[config.mk]
export PLATFORM = sky130hd
export DESIGN_NAME = i2s_tx2_flat
export DESIGN_NICKNAME = d
export VERILOG_FILES = /design/src/rtl/i2s_pkg.sv /design/src/rtl/i2s_tx2_if.sv /design/src/rtl/i2s_pair_buf.sv /design/src/rtl/i2s_tx2.sv /design/src/flat_wrapper.sv
export SDC_FILE = /design/constraint.sdc
export NUM_CORES = 1
export LEC_CHECK = 0
export CORE_AREA = 2 2 85 147
export CTS_BUF_LIST = sky130_fd_sc_hd__clkbuf_4
export DETAILED_ROUTE_END_ITERATION = 10
export DIE_AREA = 0 0 87 149
export PLACE_DENSITY = 0.73
export SYNTH_ARGS = -nofsm -noshare
export SYNTH_HDL_FRONTEND = slang
export SYNTH_SLANG_ARGS = --single-unit
[constraint.sdc]
create_clock -name sck -period 5.7 [get_ports sck]
set_clock_uncertainty 0.1 [all_clocks]
set_input_delay 0.855 -clock sck [delete_from_list [all_inputs] [get_ports sck]]
set_output_delay 0.855 -clock sck [all_outputs]
set_load 0.005 [all_outputs]
[src/rtl/i2s_pkg.sv]
// Shared I2S framing constants and helpers, used by the transmitter and the team receiver.
// Frame layout: 64 sck per frame, two 32-bit slots, ws leading each slot by one bit.
package i2s_pkg;

  localparam int SLOT_BITS  = 32;
  localparam int FRAME_BITS = 64;

  typedef logic [$clog2(FRAME_BITS)-1:0] frame_cnt_t;

  localparam frame_cnt_t LOAD_CNT      = 6'd63;
  localparam frame_cnt_t WS_HIGH_FIRST = 6'd31;
  localparam frame_cnt_t WS_HIGH_LAST  = 6'd62;

  // ws is high one bit early so it leads the ws-high slot by one sck
  function automatic logic ws_level(frame_cnt_t c);
    return (c >= WS_HIGH_FIRST) && (c <= WS_HIGH_LAST);
  endfunction

endpackage

[src/rtl/i2s_tx2_if.sv]
// Sample-pair handshake between a producer (master) and the I2S transmitter (slave).
interface i2s_tx2_if #(
  parameter int N = 32
);
  logic [N-1:0] chan0;
  logic [N-1:0] chan1;
  logic         in_valid;
  logic         in_ready;

  modport master (output chan0, output chan1, output in_valid, input in_ready);
  modport slave  (input chan0, input chan1, input in_valid, output in_ready);
endinterface

[src/rtl/i2s_pair_buf.sv]
// One-entry holding buffer for sample pairs; offers either the held pair or, when empty,
// the live input pair (bypass) to the frame loader.
module i2s_pair_buf #(
  parameter int N = 32
) (
  input  logic         sck,
  input  logic         nrst,
  input  logic         load,
  input  logic         in_valid,
  input  logic [N-1:0] chan0,
  input  logic [N-1:0] chan1,
  output logic         in_ready,
  output logic         pair_valid,
  output logic [N-1:0] pair0,
  output logic [N-1:0] pair1
);

  logic         pend_full_q, pend_full_d;
  logic [N-1:0] hold0_q, hold0_d;
  logic [N-1:0] hold1_q, hold1_d;

  // A load always empties the buffer: either the held pair leaves, or the input bypasses it
  always_comb begin
    pend_full_d = pend_full_q;
    hold0_d     = hold0_q;
    hold1_d     = hold1_q;
    if (load) begin
      pend_full_d = 1'b0;
    end else if (in_valid && !pend_full_q) begin
      pend_full_d = 1'b1;
      hold0_d     = chan0;
      hold1_d     = chan1;
    end
  end

  always_ff @(negedge sck or negedge nrst) begin
    if (!nrst) begin
      pend_full_q <= 1'b0;
      hold0_q     <= '0;
      hold1_q     <= '0;
    end else begin
      pend_full_q <= pend_full_d;
      hold0_q     <= hold0_d;
      hold1_q     <= hold1_d;
    end
  end

  assign in_ready   = !pend_full_q;
  assign pair_valid = pend_full_q | in_valid;
  assign pair0      = pend_full_q ? hold0_q : chan0;
  assign pair1      = pend_full_q ? hold1_q : chan1;

endmodule

[src/rtl/i2s_tx2.sv]
// I2S bus-master transmitter: two left-justified N-bit channels in 32-bit slots,
// ws/sd launched on the falling edge of sck, underrun pulse on a starved frame load.
module i2s_tx2
  import i2s_pkg::*;
#(
  parameter int N = 32
) (
  input  logic     sck,
  input  logic     nrst,
  input  logic     en,
  i2s_tx2_if.slave bus,
  output logic     ws,
  output logic     sd,
  output logic     underrun
);

  frame_cnt_t   cnt_q, cnt_d;
  logic         ws_q, ws_d;
  logic         sd_q, sd_d;
  logic         underrun_q, underrun_d;
  logic [N-1:0] act0_q, act0_d;
  logic [N-1:0] act1_q, act1_d;

  logic         load;
  logic         pair_valid;
  logic [N-1:0] pair0, pair1;
  logic [N-1:0] sel;
  logic [SLOT_BITS-1:0] slot_word;

  assign load = en && (cnt_q == LOAD_CNT);

  i2s_pair_buf #(.N(N)) u_buf (
    .sck        (sck),
    .nrst       (nrst),
    .load       (load),
    .in_valid   (bus.in_valid),
    .chan0      (bus.chan0),
    .chan1      (bus.chan1),
    .in_ready   (bus.in_ready),
    .pair_valid (pair_valid),
    .pair0      (pair0),
    .pair1      (pair1)
  );

  // sd is taken from the next active pair and next count so bit 0 of a frame carries
  // the freshly loaded chan0 MSB without an extra cycle of latency
  always_comb begin
    cnt_d      = en ? cnt_q + 1'b1 : LOAD_CNT;
    act0_d     = act0_q;
    act1_d     = act1_q;
    underrun_d = 1'b0;
    if (load) begin
      act0_d     = pair_valid ? pair0 : '0;
      act1_d     = pair_valid ? pair1 : '0;
      underrun_d = !pair_valid;
    end
    sel       = cnt_d[5] ? act1_d : act0_d;
    slot_word = SLOT_BITS'(sel);
    slot_word = slot_word << (SLOT_BITS - N);
    ws_d      = en && ws_level(cnt_d);
    sd_d      = en && slot_word[~cnt_d[4:0]];
  end

  always_ff @(negedge sck or negedge nrst) begin
    if (!nrst) begin
      cnt_q      <= LOAD_CNT;
      ws_q       <= 1'b0;
      sd_q       <= 1'b0;
      underrun_q <= 1'b0;
      act0_q     <= '0;
      act1_q     <= '0;
    end else begin
      cnt_q      <= cnt_d;
      ws_q       <= ws_d;
      sd_q       <= sd_d;
      underrun_q <= underrun_d;
      act0_q     <= act0_d;
      act1_q     <= act1_d;
    end
  end

  assign ws       = ws_q;
  assign sd       = sd_q;
  assign underrun = underrun_q;

endmodule
[src/flat_wrapper.sv]
// flat-port wrapper written by rule: the top's interface ports become plain ports
module i2s_tx2_flat import i2s_pkg::*;
#(
  parameter int N = 32
)
  (sck, nrst, en, ws, sd, underrun, bus_chan0, bus_chan1, bus_in_valid, bus_in_ready);
  i2s_tx2_if #(.N(N)) bus_i ();
  input  logic sck;
  input  logic nrst;
  input  logic en;
  output logic ws;
  output logic sd;
  output logic underrun;
  input wire logic [$bits(bus_i.chan0)-1:0] bus_chan0;
  input wire logic [$bits(bus_i.chan1)-1:0] bus_chan1;
  input wire logic [$bits(bus_i.in_valid)-1:0] bus_in_valid;
  output wire logic [$bits(bus_i.in_ready)-1:0] bus_in_ready;
  assign bus_i.chan0 = bus_chan0;
  assign bus_i.chan1 = bus_chan1;
  assign bus_i.in_valid = bus_in_valid;
  assign bus_in_ready = bus_i.in_ready;
  i2s_tx2 #(.N(N)) u_core (.sck(sck), .nrst(nrst), .en(en), .bus(bus_i), .ws(ws), .sd(sd), .underrun(underrun));
endmodule
==> out/results.tsv, run 1 <==
stage	metric	value	unit
drt	Initial DRC Count	316	
floorplan	die height	149	µm
drt	routed vias/inst	5.96	
timing	Worst-Margin Slew	1.14	ns
pwr	combinational power share	0.405	
drt	# DRC	0	
placed_design	Post-DP HPWL	11000	µm
drt	post-route ant nets	0	
synthesis	synth cell count leaders	132 x dfrtn_1, 68 x mux2_2, 67 x nor2_1, 62 x a21oi_1, 35 x a22oi_1	
placed_design	# placed instances	768	
setup_path	Bufs and invs on worst path	4	
floorplan	die area	0.0130	mm²
setup_path	CP Capture Type	register	
drt	Vias	4872	
placed_design	PortBufs	71	
floorplan	I/O Pins	72	
clock_tree	CTS Sinks	138	
clock_tree	root buffer cell	clkbuf_4	
timing	max-slew violations	0	
cells_and_area	synth-to-layout area growth	28.6	%
floorplan	Core ar.	0.0119	mm²
timing	Final WS setup	0.0570	ns
clock_tree	clk slew on worst S/H paths	0.08	ns
pwr	peak supply drop	279	µV
synthesis	prevailing post-synth register cell	dfrtn_1	
grt	initial antenna violation count	1	
synthesis	Yosys reg bits	138	
synthesis	top cells by area, synth	dfrtn_1 52%, mux2_2 12%, a21oi_1 4.9%	
synthesis	area fraction of the dominant cell type after synthesis	0.522	
setup_path	critical-path cell list	clkbuf_2 -> and3_4 -> nand2_2 -> buf_12 -> buf_6 -> buf_4 -> a221oi_2 -> nor2_1 -> mux4_2 -> nor3b_1 -> a2111oi_2 -> o31ai_1	
setup_path	Setup CP Type	in -> reg	
grt	overflow left after global routing	0	
timing	post-route setup TNS	0	ns
grt	first-pass GRT wire length	26000	µm
pwr	sequential power share	0.439	
synthesis	number of enable flip-flop cells after synthesis	0	
synthesis	mapped cell area	0.00633	mm²
synthesis	register area share after synthesis	0.547	
synthesis	top-count cell post-synth	dfrtn_1	
setup_path	crit start category	input port	
clock_tree	deepest clock path buffer count	2	
setup_path	FF-to-FF setup slack	1.69	ns
hold_path	Hold Crit Class	reg -> reg	
pwr	clock network fraction of total power	0.156	
pwr	Lkg Pwr	3.45	nW
clock_tree	CTS tree	built	
drt	Final Routed Wirelength	16300	µm
clock_tree	H-tree levels	4	
timing	slew margin rel.	0.241	
placed_design	Placer Congestion	0.960	
pwr	Sw Pwr	1.35	mW
setup_path	highest net fanout along the worst path	9	
cells_and_area	nets@finish	736	
floorplan	initial core utilization	0.533	
floorplan	Die Wd	87	µm
cells_and_area	layout cells sized above 1	0.322	
setup_path	Critical Path Max Stage Delay	0.44	ns
clock_tree	Worst-Skew Late Latency	0.55	ns
synthesis	Mapped Nets	611	
timing	final hold vios	0	
grt	vias in the first global route	5145	
setup_path	Largest delay share family, worst path	compound AO/OA/AOI/OAI gates	
timing	Worst Hold Slack	0.338	ns
synthesis	Syn Inst Count	542	
timing	Final Setup Violations	0	
cells_and_area	final core occ	0.686	
synthesis	area leader, netlist	dfrtn_1	
drt	drt pass-1 iters	4	
setup_path	worst path required time	3.07	ns
grt	largest net degree at the start of global routing	72	
setup_path	Slowest-stage cell, CP	mux4_2	
run_status	status	finished, final reports clean	
synthesis	post-synth cell types	47	
pwr	Switching Share	0.346	
drt	mean routed wirelength per cell	19.9	µm
clock_tree	CTS Buf Count	17	
pwr	PD cells	479	mW/mm²
cells_and_area	Non-Filler Instances	818	
pwr	Internal	2.55	mW
job	max-cap viol count	0	
setup_path	Arr. time, crit path	3.02	ns
floorplan	Std-Cell Rows	53	
synthesis	Avg Cell Area, Syn	11.7	µm²
synthesis	Syn. warnings	0	
placed_design	pre-CTS setup slack	-0.850	ns
grt	Total GRT Usage	0.264	
synthesis	Async SR Flop Fraction	1.00	
[stage by stage]
stage | cell area [µm²] | power [mW]
5_1_grt | 8140 | 4.16
3_3_place_gp | 7650 | 3.15
2_1_floorplan | 6420 | 2.70
6_report | 8140 | 3.90
4_1_cts | 7960 | 3.85
3_5_place_dp | 7650 | 3.23
[flip-flops by register name, indices dropped and copies added (netlist names)]
signal                    flops
u_core.act0_q                32
u_core.act1_q                32
u_core.cnt_q                  6
u_core.sd                     1
u_core.u_buf.hold0_q         32
u_core.u_buf.hold1_q         32
u_core.u_buf.pend_full_q      1
u_core.underrun               1
u_core.ws                     1
[cell families (layout without fill, tap and decap cells)]
family	after synthesis	after routing	synth area share
AOI/OAI and AO/OA	162	162	0.177
DFF	138	138	0.547
and+or+nand+nor	104	106	0.0714
muxes	79	79	0.158
buffers and inverters	52	188	0.0364
xor gates and xnor gates	6	6	0.00830
adders and majority gates	1	1	0.00198
other	0	1	0
[path summary, 6_finish.rpt]
kind / startpoint / to / depth (start not counted)
min in group asynchronous: nrst / u_core.u_buf.hold0_q[12]$_DFFE_NN0P_ / 1
hold / removal: u_core.act1_q[24]$_DFF_NN0_ / u_core.act1_q[24]$_DFF_NN0_ / 2
hold reg to reg: u_core.act1_q[24]$_DFF_NN0_ / u_core.act1_q[24]$_DFF_NN0_ / 2
setup / recovery: en / u_core.sd$_DFF_NN0_ / 12
max in group asynchronous: nrst / u_core.cnt_q[1]$_DFF_NN1_ / 2
setup reg to reg: u_core.cnt_q[0]$_DFF_NN1_ / u_core.sd$_DFF_NN0_ / 12
[cells in the final DEF, fill, tap and decap left out, types with 2 or more instances in the layout]
cell type	synthesis	final
dfrtn_1	132	132
clkdlybuf4s50_1	0	68
mux2_2	68	67
nor2_1	67	66
a21oi_1	62	62
buf_4	1	59
a22oi_1	35	35
clkbuf_4	0	18
a221oi_2	0	13
inv_1	7	12
a221oi_1	25	12
nand2_1	14	11
mux4_2	10	10
a211o_1	10	10
buf_12	0	9
o211ai_1	6	6
clkinvlp_4	0	6
dfstp_2	6	6
xnor2_1	5	5
buf_6	2	5
nand4_1	4	4
a211oi_1	4	4
nand2_2	0	3
nor2b_4	0	3
inv_6	0	3
a21o_1	3	3
and3_1	3	2
and3_4	1	2
nand3_1	2	2
nand3b_1	2	2
and2_1	3	2
o21ai_0	3	2
o31ai_1	2	2
o2111a_1	2	2
a2111oi_4	0	2
clkinv_4	0	2
clkinv_2	0	2
clkbuf_2	0	2
[worst reg2reg max path, cell delays in order, from the launching register on]
cell,delay [ns]
dfstp_2,0.60
ha_1,0.23
and3_1,0.94
nand2_2,0.16
buf_12,0.20
buf_6,0.13
buf_4,0.14
a221oi_2,0.16
nor2_1,0.07
mux4_2,0.44
nor3b_1,0.17
a2111oi_2,0.34
o31ai_1,0.12
[area by class of cell]
class	instances	area, µm²
Sequential cell	138	3460
Antenna cell	1	2.50
Clock buffer	18	135
Timing Repair Buffer	143	1370
Fill cell	917	3730
Multi-Input combinational cell	354	2830
Tap cell	137	171
Clock inverter	20	146
Inverter	7	31.3
[timing repair]
action,CTS,global route
gates cloned,2,0
pin swaps,1,6
endpoints found under the setup margin,1,1
buffers inserted,0,10
resized for setup,6,25
hold buffers,0,0
[routing by layer]
layer | up-vias | global-route usage | wire, µm
met5 | - | 0 | 0
met4 | 0 | 0.0891 | 412
met3 | 27 | 0.0493 | 722
met2 | 108 | 0.477 | 9120
met1 | 2460 | 0.308 | 6060
li1 | 2277 | - | -
[power by group through the flow]
stage                     Clock [mW]  Combinational [mW]  Sequential (mW)
final                          0.609                1.58             1.71
after global routing           0.670                1.74             1.76
after CTS                      0.625                1.53             1.70
after detailed placement     0.00761                1.51             1.72
after global placement       0.00761                1.46             1.69
after floorplan              0.00761                1.05             1.65
(Power assumes the default switching activity.)
==> run 2: changes to the inputs <==
--- a/config.mk
+++ b/config.mk
@@ -5,11 +5,11 @@
 export SDC_FILE = /design/constraint.sdc
 export NUM_CORES = 1
 export LEC_CHECK = 0
-export CORE_AREA = 2 2 85 147
+export CORE_AREA = 2 2 86 150
 export CTS_BUF_LIST = sky130_fd_sc_hd__clkbuf_4
 export DETAILED_ROUTE_END_ITERATION = 10
-export DIE_AREA = 0 0 87 149
-export PLACE_DENSITY = 0.73
+export DIE_AREA = 0 0 88 152
+export PLACE_DENSITY = 0.74
 export SYNTH_ARGS = -nofsm -noshare
 export SYNTH_HDL_FRONTEND = slang
 export SYNTH_SLANG_ARGS = --single-unit
==> constraint.sdc (replaced) <==
create_clock -name sck -period 5.05 [get_ports sck]
set_clock_uncertainty 0.1 [all_clocks]
set_input_delay 0.7575 -clock sck [delete_from_list [all_inputs] [get_ports sck]]
set_output_delay 0.7575 -clock sck [all_outputs]
set_load 0.005 [all_outputs]
==> run 2 against run 1 <==
Effect of this change: the run now ends with negative setup slack left; cell area is 6.4% higher; register-to-register slack worse by 0.25 ns; first-iteration DRC count fell by 8.5%; via count up 4.0%; count of clock-buffer cells in the layout down 1; clock power is 32% higher; power up 22%; wire length is 4.5% higher; flip-flop and latch count unchanged; critical path type unchanged; critical endpoint unchanged; largest power group is now combinational logic.
==> out/results.tsv, run 2 (synthesis gave the netlist of run 1 again) <==
stage	metric	value	unit
setup_path	highest net fanout along the worst path	6	
setup_path	crit start category	input port	
pwr	peak supply drop	370	µV
job	max-cap viol count	0	
clock_tree	deepest clock path buffer count	2	
pwr	Power Total	4.77	mW
pwr	clock network fraction of total power	0.169	
setup_path	Critical Path Max Stage Delay	0.45	ns
floorplan	die height	152	µm
drt	routed vias/inst	5.93	
drt	# DRC	0	
timing	unrepaired setup endpoints after global routing	true	
cells_and_area	commonest non-fill, non-tap cell in the layout	dfrtn_1	
timing	Final WS setup	-0.0529	ns
grt	largest net degree at the start of global routing	71	
pwr	Lkg Pwr	3.59	nW
placed_design	placed instance area	0.00761	mm²
clock_tree	root buffer cell	clkbuf_4	
floorplan	Core ar.	0.0122	mm²
setup_path	Arr. time, crit path	2.80	ns
pwr	combinational power share	0.418	
grt	vias in the first global route	5422	
setup_path	CP Capture Type	register	
cells_and_area	Finished Cell Area	0.00867	mm²
timing	Worst-Margin Slew	1.01	ns
clock_tree	H-tree levels	4	
drt	drt pass-1 iters	4	
setup_path	worst path required time	2.75	ns
cells_and_area	synth-to-layout area growth	36.9	%
setup_path	critical-path cell list	buf_8 -> and3_4 -> nand2_8 -> buf_16 -> buf_4 -> a221oi_4 -> nor2_2 -> mux4_2 -> nor3b_1 -> a2111oi_4 -> o31ai_2	
clock_tree	CTS Buf Count	17	
clock_tree	# hold bufs at CTS	0	
pwr	PD cells	550	mW/mm²
timing	final hold vios	0	
timing	Final Setup Violations	1	
setup_path	CP startpoint	en	
pwr	sequential power share	0.413	
setup_path	R2R Path Start	u_core.cnt_q[0]$_DFF_NN1_	
setup_path	Setup CP Type	in -> reg	
pwr	Internal	3.09	mW
grt	initial antenna violation count	1	
drt	Vias	5066	
drt	mean routed wirelength per cell	20.0	µm
drt	Final Routed Wirelength	17100	µm
floorplan	Std-Cell Rows	54	
cells_and_area	final core occ	0.709	
floorplan	die area	0.0134	mm²
timing	slew margin rel.	0.323	
floorplan	Die Wd	88	µm
placed_design	PortBufs	71	
timing	max-slew violations	0	
drt	post-route ant nets	0	
grt	Total GRT Usage	0.265	
floorplan	initial core utilization	0.518	
clock_tree	Worst-Skew Late Latency	0.53	ns
clock_tree	CTS Sinks	138	
placed_design	Placer Congestion	0.869	
pwr	Sw Pwr	1.68	mW
cells_and_area	Non-Filler Instances	855	
cells_and_area	layout cells sized above 1	0.378	
run_status	status	complete, but fails checks	
timing	post-route setup TNS	-0.0529	ns
cells_and_area	nets@finish	742	
floorplan	I/O Pins	72	
setup_path	Slowest-stage cell, CP	mux4_2	
cells_and_area	most frequent cells in the layout	132 x dfrtn_1, 68 x clkdlybuf4s50_1, 67 x mux2_2, 61 x nor2_1, 58 x buf_4	
clock_tree	CTS tree	built	
drt	Initial DRC Count	289	
hold_path	Hold Path Origin	u_core.u_buf.hold0_q[29]$_DFFE_NN0P_	
placed_design	# placed instances	791	
hold_path	Hold Crit Class	reg -> reg	
grt	first-pass GRT wire length	27300	µm
grt	overflow left after global routing	0	
pwr	Switching Share	0.352	
clock_tree	clk slew on worst S/H paths	0.08	ns
placed_design	Post-DP HPWL	11000	µm
run_status	violated checks	negative setup slack	
==> run 2: cell types whose count changed in the layout (fill, tap and decap cells not counted), sizes merged <==
cell      previous run  this run
buf                 73        79
clkinvlp             6         2
clkbuf              20        17
inv                 15        18
bufinv               1         3
and2                 3         4
bufbuf               0         1
clkinv               5         6
nor2b                4         3
==> run 2: area by class of cell <==
class	instances	area (µm²)
fillers	833	3560
flip-flops and latches	138	3460
multi-input cells	354	3110
repair buffers	148	1500
clock inverters	21	210
well taps	168	210
clock buffers	17	128
inverters	7	33.8
repair inverters	1	8.76
diodes	1	2.50
==> run 2: final timing paths <==
kind	end	slack, ns	depth (start not counted)
max reg2reg	u_core.sd$_DFF_NN0_	1.44	13
max in group asynchronous	u_core.act0_q[0]$_DFF_NN0_	1.60	2
max	u_core.sd$_DFF_NN0_	-0.05	11
min reg2reg	u_core.u_buf.hold0_q[29]$_DFFE_NN0P_	0.36	1
min in group asynchronous	u_core.u_buf.hold0_q[8]$_DFFE_NN0P_	2.55	1
min	u_core.u_buf.hold0_q[29]$_DFFE_NN0P_	0.36	1
==> run 2: through the flow <==
step	hold WS [ns]	setup slack, ns
after floorplan	0.307	-0.393
after global placement	0.348	-0.979
after detailed placement	0.355	-1.03
after CTS	0.356	0.00837
after global routing	0.369	-0.0852
final	0.356	-0.0529
==> run 2: critical path, delay by kind of cell <==
family                 cells  cell delay [ns]
multiplexers               1             0.45
AND/OR/NAND/NOR            4             0.61
AO/OA/AOI/OAI              3             0.57
buffers and inverters      3             0.39
==> run 2: power groups by stage <==
stage	Clock [mW]	Combinational, mW	Sequential, mW
after global placement	0.00859	1.64	1.90
after detailed placement	0.00859	1.69	1.93
after global routing	0.881	2.15	2.02
final	0.805	2.00	1.97
after floorplan	0.00859	1.18	1.86
after CTS	0.820	1.87	1.94
==> run 2: routing by layer <==
metal  wire length, µm  up-vias  global-route usage
met1              6380     2605               0.302
met3               525       45              0.0505
li1                  -     2292                   -
met5                 0        -                   0
met4               597        0               0.109
met2              9560      124               0.472
==> run 2: timing repair <==
item | CTS | global route
endpoints found under the setup margin | 1 | 1
cloned | 7 | 0
resized for setup | 57 | 35
pin swaps | 13 | 12
buffers inserted | 14 | 6
==> run 3: changes to the inputs <==
--- a/config.mk
+++ b/config.mk
@@ -5,11 +5,11 @@
 export SDC_FILE = /design/constraint.sdc
 export NUM_CORES = 1
 export LEC_CHECK = 0
-export CORE_AREA = 2 2 86 150
+export CORE_AREA = 2 2 104 181
 export CTS_BUF_LIST = sky130_fd_sc_hd__clkbuf_4
 export DETAILED_ROUTE_END_ITERATION = 10
-export DIE_AREA = 0 0 88 152
-export PLACE_DENSITY = 0.74
+export DIE_AREA = 0 0 106 183
+export PLACE_DENSITY = 0.52
 export SYNTH_ARGS = -nofsm -noshare
 export SYNTH_HDL_FRONTEND = slang
 export SYNTH_SLANG_ARGS = --single-unit
==> run 3 against run 2 <==
Effect of this change: the run still ends with negative setup slack left; global-route usage down 8.2 points; cell area down 1.9%; core utilization down 24 points; critical path depth unchanged; largest power group is now sequential cells.
==> out/results.tsv, run 3 (synthesis gave the netlist of run 1 again) <==
stage	metric	value	unit
setup_path	crit start category	input port	
timing	Worst-Margin Slew	0.886	ns
clock_tree	CTS tree	built	
cells_and_area	synth-to-layout area growth	34.3	%
drt	max layer used	met4	
setup_path	Most common cell on crit path	buf_6	
floorplan	I/O Pins	72	
drt	WL met2	9440	µm
run_status	status	complete, but fails checks	
grt	Total GRT Usage	0.182	
setup_path	critical-path cell list	buf_6 -> and3_4 -> nand2_4 -> buf_12 -> buf_6 -> a221oi_4 -> nor2_2 -> mux4_2 -> a2111oi_4 -> o31a_1 -> o31ai_2	
clock_tree	H-tree levels	4	
floorplan	Core ar.	0.0180	mm²
setup_path	worst path required time	2.71	ns
drt	# DRC	0	
clock_tree	clk slew on worst S/H paths	0.08	ns
placed_design	Placer Congestion	0.889	
pwr	PD cells	543	mW/mm²
grt	overflow left after global routing	0	
timing	max-slew violations	0	
floorplan	die height	183	µm
drt	M1 WL	6930	µm
pwr	peak supply drop	187	µV
drt	mean routed wirelength per cell	18.7	µm
cells_and_area	nets@finish	734	
floorplan	Die Wd	106	µm
timing	Final WS setup	-0.180	ns
drt	routed vias/inst	5.29	
cells_and_area	commonest non-fill, non-tap cell in the layout	dfrtn_1	
setup_path	Slowest-stage cell, CP	mux4_2	
job	max-cap viol count	0	
grt	initial antenna violation count	1	
timing	slew margin rel.	0.409	
cells_and_area	layout cells sized above 1	0.344	
cells_and_area	final core occ	0.473	
floorplan	initial core utilization	0.352	
floorplan	die area	0.0194	mm²
clock_tree	Worst-Skew Late Latency	0.52	ns
drt	post-route ant nets	0	
setup_path	highest net fanout along the worst path	7	
clock_tree	CTS Sinks	138	
floorplan	Std-Cell Rows	65	
placed_design	Post-DP HPWL	12200	µm
timing	unrepaired setup endpoints after global routing	true	
setup_path	Critical Path Max Stage Delay	0.52	ns
cells_and_area	sequential cell area	0.00346	mm²
grt	vias in the first global route	5059	
drt	Final Routed Wirelength	17100	µm
placed_design	PortBufs	71	
clock_tree	root buffer cell	clkbuf_4	
drt	drt pass-1 iters	4	
placed_design	placed instance area	0.00775	mm²
cells_and_area	Non-Filler Instances	913	
setup_path	Setup CP Type	in -> reg	
grt	first-pass GRT wire length	27200	µm
clock_tree	deepest clock path buffer count	2	
run_status	violated checks	negative setup slack	
clock_tree	# hold bufs at CTS	0	
cells_and_area	footprint of the multi-input gates	0.00295	mm²
pwr	Lkg Pwr	3.51	nW
setup_path	CP Capture Type	register	
cells_and_area	fill count	1650	
drt	Vias	4832	
timing	final hold vios	0	
grt	largest net degree at the start of global routing	70	
setup_path	Arr. time, crit path	2.89	ns
drt	Initial DRC Count	206	
cells_and_area	most frequent cells in the layout	132 x dfrtn_1, 68 x clkdlybuf4s50_1, 67 x mux2_2, 65 x nor2_1, 58 x a21oi_1	
cells_and_area	Finished Cell Area	0.00850	mm²
placed_design	# placed instances	863	
drt	metal3 WL	433	µm
hold_path	Hold Crit Class	reg -> reg	
clock_tree	CTS Buf Count	17	
timing	Final Setup Violations	1	
[run 3: changes by cell type in the layout (fill, tap and decap cells not counted), sizes merged]
cell and change:
buf -5, clkinvlp +2, inv -2, bufbuf -1, clkinv -1, nor2b -1
[run 3: power by group]
part           internal [mW]  switching, mW  leakage, nW
Combinational          0.998          0.906         1.73
Clock                  0.349          0.436        0.182
Sequential              1.69          0.240         1.60
Total                   3.04           1.58         3.51
[run 3: critical path, delay by kind of cell]
| family | cells | cell delay [ns] |
|---|---|---|
| AOI/OAI and AO/OA | 4 | 0.81 |
| buffers and inverters | 3 | 0.40 |
| muxes | 1 | 0.52 |
| and+or+nand+nor | 3 | 0.38 |
[run 3: metrics by stage]
stage / setup TNS (ns) / worst slack, ns / total power [mW] / hold slack [ns]
after global routing: -0.215 / -0.215 / 4.93 / 0.367
after global placement: -32.53 / -1.16 / 3.63 / 0.348
after detailed placement: -34.70 / -1.18 / 3.68 / 0.354
after floorplan: -0.393 / -0.393 / 3.05 / 0.307
final: -0.180 / -0.180 / 4.62 / 0.355
after CTS: -0.0959 / -0.0959 / 4.63 / 0.356
[run 3: area by class of cell]
class	instances	share of cell area
repair buffers	142	0.169
multi-input cells	353	0.348
well taps	234	0.0344
clock inverters	21	0.0230
inverters	7	0.00368
diodes	1	0.000294
flip-flops and latches	138	0.407
clock buffers	17	0.0150
[run 3: final timing paths]
path,from,end,slack (ns),cells after the start
setup reg to reg,u_core.cnt_q[0]$_DFF_NN1_,u_core.sd$_DFF_NN0_,1.50,11
setup / recovery,en,u_core.sd$_DFF_NN0_,-0.18,11
hold / removal,u_core.u_buf.hold0_q[4]$_DFFE_NN0P_,u_core.u_buf.hold0_q[4]$_DFFE_NN0P_,0.36,1
hold reg to reg,u_core.u_buf.hold0_q[4]$_DFFE_NN0P_,u_core.u_buf.hold0_q[4]$_DFFE_NN0P_,0.36,1
min in group asynchronous,nrst,u_core.act1_q[7]$_DFF_NN0_,2.55,1
max in group asynchronous,nrst,u_core.act1_q[18]$_DFF_NN0_,1.56,2
[run 3: repair_timing]
item / 4_1_cts / 5_1_grt
buffers inserted: 7 / 2
gates resized for setup: 51 / 10
gates cloned: 4 / 0
pin swaps: 10 / 4
hold endpoints to repair: 0 / 0
endpoints found under the setup margin: 1 / 1
[run 3: layer usage]
layer | up-vias | GRT usage
met3 | 17 | 0.0256
met4 | 0 | 0.0647
met1 | 2461 | 0.211
li1 | 2273 | -
met5 | - | 0
met2 | 81 | 0.340
